### src/rtl/sha256_iter_core_if.sv
// sha256_iter_core_if
//   Job/result handshake bundle for the iterative SHA-256 compression core.
//   in_valid/in_ready   : job handshake (in_state, in_block, in_tag)
//   out_valid/out_ready : result handshake (out_hash, out_tag)
//   Packing: 32-bit word n at bits [32n+31:32n]; in_state word 0 = a.
//   master : job producer and result consumer
//   slave  : the core
interface sha256_iter_core_if #(
  parameter int TAG_W = 8
);
  logic             in_valid;
  logic             in_ready;
  logic [255:0]     in_state;
  logic [511:0]     in_block;
  logic [TAG_W-1:0] in_tag;
  logic             out_valid;
  logic             out_ready;
  logic [255:0]     out_hash;
  logic [TAG_W-1:0] out_tag;

  modport master (
    output in_valid, in_state, in_block, in_tag, out_ready,
    input  in_ready, out_valid, out_hash, out_tag
  );

  modport slave (
    input  in_valid, in_state, in_block, in_tag, out_ready,
    output in_ready, out_valid, out_hash, out_tag
  );
endinterface

### src/rtl/sha256_iter_core.sv
// sha256_iter_core
//   Iterative SHA-256 compression of one 512-bit block, UNROLL rounds per clock.
//   Parameters: UNROLL  rounds per clock (1,2,4,8,16,32,64)
//               FEEDFWD 1 = result is H + working state, 0 = working state only
//               TAG_W   width of the opaque job tag
//   Ports:      clk   rising-edge clock
//               rst_n synchronous active-low reset
//               bus   job/result handshake (sha256_iter_core_if.slave)
//   Latency: out_valid rises 64/UNROLL+1 edges after the accept edge.
module sha256_iter_core #(
  parameter int UNROLL  = 1,
  parameter int FEEDFWD = 1,
  parameter int TAG_W   = 8
) (
  input  logic              clk,
  input  logic              rst_n,
  sha256_iter_core_if.slave bus
);

  typedef enum logic [1:0] {IDLE, RUN, FIN, DONE} state_t;

  state_t           state_r;
  logic [6:0]       rcnt_r;
  logic [31:0]      ff_r   [8];
  logic [31:0]      work_r [8];
  logic [31:0]      w_r    [16];
  logic             out_valid_r;
  logic [255:0]     out_hash_r;
  logic [TAG_W-1:0] out_tag_r;
  logic [TAG_W-1:0] tag_r;

  logic             in_ready_s;
  logic             accept_s;
  logic [31:0]      a_s    [8];
  logic [31:0]      w_s    [16];
  logic [255:0]     hash_s;

  function automatic logic [31:0] rotr(input logic [31:0] x, input int n);
    return (x >> n) | (x << (32 - n));
  endfunction

  function automatic logic [31:0] bsig0(input logic [31:0] x);
    return rotr(x, 2) ^ rotr(x, 13) ^ rotr(x, 22);
  endfunction

  function automatic logic [31:0] bsig1(input logic [31:0] x);
    return rotr(x, 6) ^ rotr(x, 11) ^ rotr(x, 25);
  endfunction

  function automatic logic [31:0] ssig0(input logic [31:0] x);
    return rotr(x, 7) ^ rotr(x, 18) ^ (x >> 3);
  endfunction

  function automatic logic [31:0] ssig1(input logic [31:0] x);
    return rotr(x, 17) ^ rotr(x, 19) ^ (x >> 10);
  endfunction

  function automatic logic [31:0] ch(input logic [31:0] x, input logic [31:0] y, input logic [31:0] z);
    return (x & y) ^ (~x & z);
  endfunction

  function automatic logic [31:0] maj(input logic [31:0] x, input logic [31:0] y, input logic [31:0] z);
    return (x & y) ^ (x & z) ^ (y & z);
  endfunction

  function automatic logic [31:0] k_const(input logic [5:0] idx);
    logic [31:0] k;
    case (idx)
      6'd0:  k = 32'h428a2f98;  6'd1:  k = 32'h71374491;  6'd2:  k = 32'hb5c0fbcf;  6'd3:  k = 32'he9b5dba5;
      6'd4:  k = 32'h3956c25b;  6'd5:  k = 32'h59f111f1;  6'd6:  k = 32'h923f82a4;  6'd7:  k = 32'hab1c5ed5;
      6'd8:  k = 32'hd807aa98;  6'd9:  k = 32'h12835b01;  6'd10: k = 32'h243185be;  6'd11: k = 32'h550c7dc3;
      6'd12: k = 32'h72be5d74;  6'd13: k = 32'h80deb1fe;  6'd14: k = 32'h9bdc06a7;  6'd15: k = 32'hc19bf174;
      6'd16: k = 32'he49b69c1;  6'd17: k = 32'hefbe4786;  6'd18: k = 32'h0fc19dc6;  6'd19: k = 32'h240ca1cc;
      6'd20: k = 32'h2de92c6f;  6'd21: k = 32'h4a7484aa;  6'd22: k = 32'h5cb0a9dc;  6'd23: k = 32'h76f988da;
      6'd24: k = 32'h983e5152;  6'd25: k = 32'ha831c66d;  6'd26: k = 32'hb00327c8;  6'd27: k = 32'hbf597fc7;
      6'd28: k = 32'hc6e00bf3;  6'd29: k = 32'hd5a79147;  6'd30: k = 32'h06ca6351;  6'd31: k = 32'h14292967;
      6'd32: k = 32'h27b70a85;  6'd33: k = 32'h2e1b2138;  6'd34: k = 32'h4d2c6dfc;  6'd35: k = 32'h53380d13;
      6'd36: k = 32'h650a7354;  6'd37: k = 32'h766a0abb;  6'd38: k = 32'h81c2c92e;  6'd39: k = 32'h92722c85;
      6'd40: k = 32'ha2bfe8a1;  6'd41: k = 32'ha81a664b;  6'd42: k = 32'hc24b8b70;  6'd43: k = 32'hc76c51a3;
      6'd44: k = 32'hd192e819;  6'd45: k = 32'hd6990624;  6'd46: k = 32'hf40e3585;  6'd47: k = 32'h106aa070;
      6'd48: k = 32'h19a4c116;  6'd49: k = 32'h1e376c08;  6'd50: k = 32'h2748774c;  6'd51: k = 32'h34b0bcb5;
      6'd52: k = 32'h391c0cb3;  6'd53: k = 32'h4ed8aa4a;  6'd54: k = 32'h5b9cca4f;  6'd55: k = 32'h682e6ff3;
      6'd56: k = 32'h748f82ee;  6'd57: k = 32'h78a5636f;  6'd58: k = 32'h84c87814;  6'd59: k = 32'h8cc70208;
      6'd60: k = 32'h90befffa;  6'd61: k = 32'ha4506ceb;  6'd62: k = 32'hbef9a3f7;  6'd63: k = 32'hc67178f2;
      default: k = 32'h00000000;
    endcase
    return k;
  endfunction

  // Ready is held low through reset so nothing is accepted before the FSM is clean.
  assign in_ready_s    = rst_n && ((state_r == IDLE) || ((state_r == DONE) && bus.out_ready));
  assign accept_s      = bus.in_valid && in_ready_s;
  assign bus.in_ready  = in_ready_s;
  assign bus.out_valid = out_valid_r;
  assign bus.out_hash  = out_hash_r;
  assign bus.out_tag   = out_tag_r;

  // UNROLL chained rounds plus message-schedule shifts for the next RUN edge
  always_comb begin
    logic [31:0] t1_s, t2_s, nw_s;
    logic [5:0]  kidx_s;
    for (int i = 0; i < 8; i++) a_s[i] = work_r[i];
    for (int j = 0; j < 16; j++) w_s[j] = w_r[j];
    for (int r = 0; r < UNROLL; r++) begin
      kidx_s = rcnt_r[5:0] + 6'(r);
      t1_s = a_s[7] + bsig1(a_s[4]) + ch(a_s[4], a_s[5], a_s[6]) + w_s[0] + k_const(kidx_s);
      t2_s = bsig0(a_s[0]) + maj(a_s[0], a_s[1], a_s[2]);
      for (int i = 7; i > 0; i--) a_s[i] = a_s[i-1];
      a_s[4] = a_s[4] + t1_s;  // slot 4 now holds old d: e' = d + T1
      a_s[0] = t1_s + t2_s;
      nw_s = ssig1(w_s[14]) + w_s[9] + ssig0(w_s[1]) + w_s[0];
      for (int j = 0; j < 15; j++) w_s[j] = w_s[j+1];
      w_s[15] = nw_s;
    end
  end

  // Result word formation, with or without the feed-forward add
  always_comb begin
    hash_s = 256'd0;
    for (int i = 0; i < 8; i++) begin
      if (FEEDFWD != 0) hash_s[32*i +: 32] = ff_r[i] + work_r[i];
      else              hash_s[32*i +: 32] = work_r[i];
    end
  end

  // Control FSM, job latching, round state and registered result
  always_ff @(posedge clk) begin
    if (!rst_n) begin
      state_r     <= IDLE;
      rcnt_r      <= 7'd0;
      out_valid_r <= 1'b0;
      out_hash_r  <= 256'd0;
      out_tag_r   <= {TAG_W{1'b0}};
    end else begin
      case (state_r)
        IDLE: begin
          if (accept_s) state_r <= RUN;
          else          state_r <= IDLE;
        end
        RUN: begin
          for (int i = 0; i < 8; i++) work_r[i] <= a_s[i];
          for (int j = 0; j < 16; j++) w_r[j] <= w_s[j];
          rcnt_r <= rcnt_r + 7'(UNROLL);
          if ((rcnt_r + 7'(UNROLL)) == 7'd64) state_r <= FIN;
          else                                state_r <= RUN;
        end
        FIN: begin
          out_hash_r  <= hash_s;
          out_tag_r   <= tag_r;
          out_valid_r <= 1'b1;
          state_r     <= DONE;
        end
        DONE: begin
          if (bus.out_ready) begin
            out_valid_r <= 1'b0;
            state_r     <= bus.in_valid ? RUN : IDLE;
          end else begin
            state_r <= DONE;
          end
        end
        default: state_r <= IDLE;
      endcase
      // Accept only happens in IDLE or draining DONE, never overlapping RUN updates.
      if (accept_s) begin
        for (int i = 0; i < 8; i++) begin
          ff_r[i]   <= bus.in_state[32*i +: 32];
          work_r[i] <= bus.in_state[32*i +: 32];
        end
        for (int j = 0; j < 16; j++) w_r[j] <= bus.in_block[32*j +: 32];
        tag_r  <= bus.in_tag;
        rcnt_r <= 7'd0;
      end
    end
  end

endmodule
### src/flat_wrapper.sv
// flat-port wrapper written by rule: the top's interface ports become plain ports
module sha256_iter_core_flat 
#(
  parameter int UNROLL  = 1,
  parameter int FEEDFWD = 1,
  parameter int TAG_W   = 8
)
  (clk, rst_n, bus_in_valid, bus_in_state, bus_in_block, bus_in_tag, bus_out_ready, bus_in_ready, bus_out_valid, bus_out_hash, bus_out_tag);
  sha256_iter_core_if #(.TAG_W(TAG_W)) bus_i ();
  input  logic clk;
  input  logic rst_n;
  input wire logic [$bits(bus_i.in_valid)-1:0] bus_in_valid;
  input wire logic [$bits(bus_i.in_state)-1:0] bus_in_state;
  input wire logic [$bits(bus_i.in_block)-1:0] bus_in_block;
  input wire logic [$bits(bus_i.in_tag)-1:0] bus_in_tag;
  input wire logic [$bits(bus_i.out_ready)-1:0] bus_out_ready;
  output wire logic [$bits(bus_i.in_ready)-1:0] bus_in_ready;
  output wire logic [$bits(bus_i.out_valid)-1:0] bus_out_valid;
  output wire logic [$bits(bus_i.out_hash)-1:0] bus_out_hash;
  output wire logic [$bits(bus_i.out_tag)-1:0] bus_out_tag;
  assign bus_i.in_valid = bus_in_valid;
  assign bus_i.in_state = bus_in_state;
  assign bus_i.in_block = bus_in_block;
  assign bus_i.in_tag = bus_in_tag;
  assign bus_i.out_ready = bus_out_ready;
  assign bus_in_ready = bus_i.in_ready;
  assign bus_out_valid = bus_i.out_valid;
  assign bus_out_hash = bus_i.out_hash;
  assign bus_out_tag = bus_i.out_tag;
  sha256_iter_core #(.UNROLL(UNROLL), .FEEDFWD(FEEDFWD), .TAG_W(TAG_W)) u_core (.clk(clk), .rst_n(rst_n), .bus(bus_i));
endmodule
### config.mk
export PLATFORM = sky130hd
export DESIGN_NAME = sha256_iter_core_flat
export DESIGN_NICKNAME = d
export VERILOG_FILES = /design/src/rtl/sha256_iter_core_if.sv /design/src/rtl/sha256_iter_core.sv /design/src/flat_wrapper.sv
export SDC_FILE = /design/constraint.sdc
export NUM_CORES = 2
export LEC_CHECK = 0
export ABC_CLOCK_PERIOD_IN_PS = 22900
export BUFFER_PORTS_ARGS = -buffer_cell sky130_fd_sc_hd__buf_2
export CAP_MARGIN = 20
export CORE_MARGIN = 1
export CORE_UTILIZATION = 35
export CTS_BUF_LIST = sky130_fd_sc_hd__clkbuf_2 sky130_fd_sc_hd__clkbuf_4 sky130_fd_sc_hd__clkbuf_8
export DETAILED_ROUTE_END_ITERATION = 8
export HOLD_SLACK_MARGIN = 0.08
export PLACE_DENSITY = 0.55
export SETUP_SLACK_MARGIN = 0.2
export SLEW_MARGIN = 20
export SYNTH_ARGS = -nofsm -noshare
export SYNTH_HDL_FRONTEND = slang
export SYNTH_SLANG_ARGS = --single-unit
### constraint.sdc
create_clock -name clk -period 22.9 [get_ports clk]
set_input_delay 2.29 -clock clk [delete_from_list [all_inputs] [get_ports clk]]
set_output_delay 2.29 -clock clk [all_outputs]
set_load 0.02 [all_outputs]
==> results.md <==
* Outcome: completed
* First-pass DRT Iterations at 7
* Die height at roughly 470 um
* Sum Neg Setup Slack at 0 ns
* Arrival time worst endpoint at 8.77 ns
* Number of global-route vias before repair at 62843
* Commonest cells after routing, fill and taps aside: 1951 x nand2_1, 1045 x buf_2, 1032 x edfxtp_1, 528 x a21oi_1, 389 x ha_1
* # rows at 172
* CTS clk-pin slew, worst paths at 0.07 ns
* Via count at between 60000 and 70000
* Post-DR wirelength/cell at 27.57 um
* CTS resizes at 0
* Port bufs at 1045
* Yosys Warn Count at 0
* NumNets Final at 10138
* IO Count at around 1000
* Largest net degree at the start of global routing at 180
* Synth-to-Final Area Change at 17.57%
* Most common cell after layout, fill and taps aside: nand2_1
* Setup CP Type: reg2reg
* Antenna violations before repair at between 100 and 150
* DR WL met3 at 25.44 mm
* Per-instance average area after synthesis at roughly 10 um2
* Number of synthesized flops with an enable pin at roughly 1000
* DRC marker count from the first detailed-route iteration at 5469
* CTS Sinks at 1338
* Worst Max-Slew Pin Slew at 1.094 ns
* CP max stage delay at 0.60 ns
* Min Tclk post-route at 8.001 ns
* Top Metal Used: met5
* CTS buffer count at 274
* CTS tree: yes
* Total Die Area at 224100 um2
* Final wirelength at 330.4 mm
* First-pass GRT wire length at approximately 460 mm
* Most used cell, CP: fa_1
* Syn_nets at about 9000
* Clk buf depth at 4
* Clock Skew at approximately 0.11 ns
* Unrepaired setup endpoints after global routing: false
* Post-Syn Instances at 7755
* Postcts setup bufs at 0
* Core region area at 220200 um2
* Final Setup Violations at 0
* CP delay by family, top: adder cells
* Flop-to-flop setup slack at 14.90 ns
* Crit path required time at 23.67 ns
* Max-cap violations at 0
* FMAX at 0.1250 GHz
* Fin. max-slew vios at 0
* Horiz. Die Dim at 473.4 um
* DR WL met2 at approximately 160 mm
* Total track usage at 28.76%
* FF+latch count, synth at 1338
* Register area share after synthesis at 47.72%
* CP Max Fanout at 6
* Post-DP HPWL at ~260 mm
* Share of layout cells above drive strength 1 at 20.54%
* Critical Path Source Type: register
* Fin. Hold Viols at 0
* Starting Density at 35.33%
* Critical Path End Type: register
* Post-synth top flop: edfxtp_1
* M1 wire length at 125.2 mm
* Hold/Removal Path Class: reg2reg
* Cts hold-fix bufs at 0
* Synth Cell Area at 77780 um2
* H-tree levels at 5
* Fin crit share at between 30% and 40%
* Worst-skew pair later-pin latency at 1.06 ns
* Post-synth ARST share at 0%
* GRT overflow at 0
* Via-to-Cell Ratio at 5.312
* Critical path's slowest cell: edfxtp_1
* Post-route DRC at 0
* Yosys cell types at between 100 and 150
* Worst Path Buf+Inv at 3
* Post-DRT Antenna Nets at 0
* Worst slew margin at 27.05%
* Final Wtd Congestion at 0.9502
* Root buffer cell: clkbuf_8
==> state kept, by name (all words and copies together), names as in the netlist, 2 cells and up, named ones only <==
| signal | cells |
|---|---|
| u_core.work_r | 256 |
| u_core.rcnt_r | 7 |
| u_core.ff_r | 256 |
| u_core.state_r | 2 |
| u_core.bus.out_tag | 8 |
| u_core.w_r | 512 |
| u_core.tag_r | 8 |
| u_core.bus.out_hash | 256 |
==> per-layer routing <==
metal	GRT usage (%)	vias to the layer above
li1	-	29253
met1	33.18	30998
met2	49.81	2603
met3	7.119	717
met4	13.35	92
met5	0	-
==> final cells by class <==
cell class / instances / area (um2)
repair buffers: 1111 / 5788
fillers: 21861 / 128700
inverters: 338 / 1281
well taps: 2958 / 3701
diodes: 55 / 137.6
clock buffers: 390 / 4798
multi-input cells: 5711 / 38120
flip-flops and latches: 1338 / 37120
clock inverters: 83 / 501.7
==> worst paths after layout <==
check | cells past startpoint | start | end
worst max-delay path | 27 | u_core.work_r[1][12] | u_core.work_r[0][30]
worst max register to register | 27 | u_core.work_r[1][12] | u_core.work_r[0][30]
worst min-delay path | 2 | u_core.bus.out_hash[67] | u_core.bus.out_hash[67]
worst min register to register | 2 | u_core.bus.out_hash[67] | u_core.bus.out_hash[67]
==> Yosys cell counts (9+ instances only) <==
| cell | number | share of area [%] |
|---|---|---|
| nor2b_1 | 38 | 0.31 |
| xor2_1 | 197 | 2.2 |
| dfxtp_1 | 306 | 7.9 |
| a31o_2 | 9 | 0.10 |
| edfxtp_1 | 1032 | 40 |
| nand3_1 | 89 | 0.57 |
| a21o_1 | 182 | 1.8 |
| fa_1 | 195 | 5.0 |
| mux2i_1 | 40 | 0.51 |
| nor3_1 | 72 | 0.46 |
| a221oi_1 | 12 | 0.14 |
| o21ai_0 | 371 | 2.4 |
| or3_1 | 27 | 0.22 |
| a211o_1 | 16 | 0.18 |
| o21ai_1 | 44 | 0.28 |
| a21oi_1 | 530 | 3.4 |
| o22ai_1 | 16 | 0.13 |
| inv_1 | 331 | 1.6 |
| o31ai_1 | 29 | 0.28 |
| nand2b_1 | 49 | 0.39 |
| o21a_1 | 48 | 0.46 |
| nor2_1 | 276 | 1.3 |
| a211oi_1 | 70 | 0.68 |
| maj3_1 | 22 | 0.28 |
| o211ai_1 | 52 | 0.50 |
| buf_1 | 25 | 0.12 |
| o221ai_1 | 10 | 0.11 |
| a31oi_1 | 41 | 0.33 |
| mux2_2 | 231 | 3.3 |
| o41ai_1 | 9 | 0.10 |
| and3_1 | 24 | 0.19 |
| a2111oi_0 | 11 | 0.12 |
| a41oi_1 | 12 | 0.14 |
| nand2_1 | 1958 | 9.4 |
| buf_2 | 20 | 0.13 |
| nand4_1 | 44 | 0.35 |
| and2_1 | 20 | 0.16 |
| clkbuf_1 | 322 | 1.6 |
| o21bai_1 | 38 | 0.37 |
| ha_1 | 389 | 6.3 |
| xnor2_1 | 379 | 4.3 |
| a311oi_1 | 10 | 0.11 |
==> worst reg2reg max path: stages, from the launching register on <==
cell and delay (ns):
edfxtp_1 0.60, xor2_1 0.26, xnor2_1 0.25, fa_1 0.48
fa_1 0.48, fa_1 0.50, inv_1 0.05, ha_1 0.21
fa_1 0.48, a211oi_1 0.32, o21ai_1 0.17, nand3b_1 0.16
a21oi_1 0.14, or3_1 0.38, xor2_1 0.23, inv_1 0.10
fa_1 0.53, inv_1 0.04, ha_1 0.34, and4_1 0.21
a221oi_1 0.34, o31ai_1 0.16, a211o_1 0.31, o221a_2 0.25
o211a_1 0.26, a221oi_2 0.25, xor2_1 0.18, o21ai_1 0.07
==> cells by family (layout without fill, tap and decap cells) <==
| kind of cell | after synthesis | after routing | share of synthesized area [%] |
|---|---|---|---|
| and+or+nand+nor | 2643 | 2643 | 13.90 |
| AOI/OAI and AO/OA | 1611 | 1611 | 12.93 |
| DFF | 1338 | 1338 | 47.72 |
| buffers and inverters | 706 | 1922 | 3.444 |
| adders and majority gates | 606 | 606 | 11.56 |
| xor gates and xnor gates | 580 | 580 | 6.586 |
| muxes | 271 | 271 | 3.859 |
| other | 0 | 55 | 0 |
==> through the flow <==
step | setup WS (ns) | std cells | hold WS (ns) | utilization [%] | area [um2]
after floorplan | 1.680 | 7755 | 0.4712 | - | 77780
after global placement | 14.93 | 11456 | 0.4369 | 39.06 | 85990
after detailed placement | 14.94 | 11456 | 0.4375 | 39.07 | 86010
after CTS | 14.90 | 11929 | 0.4482 | 41.47 | 91310
after global routing | 14.44 | 11955 | 0.4607 | 41.50 | 91370
final | 14.90 | 11984 | 0.4463 | 41.54 | 91440
Power is left out: the tool's default activity adds up to more than one toggle a clock period on the data nets, which glitch-free logic cannot reach.
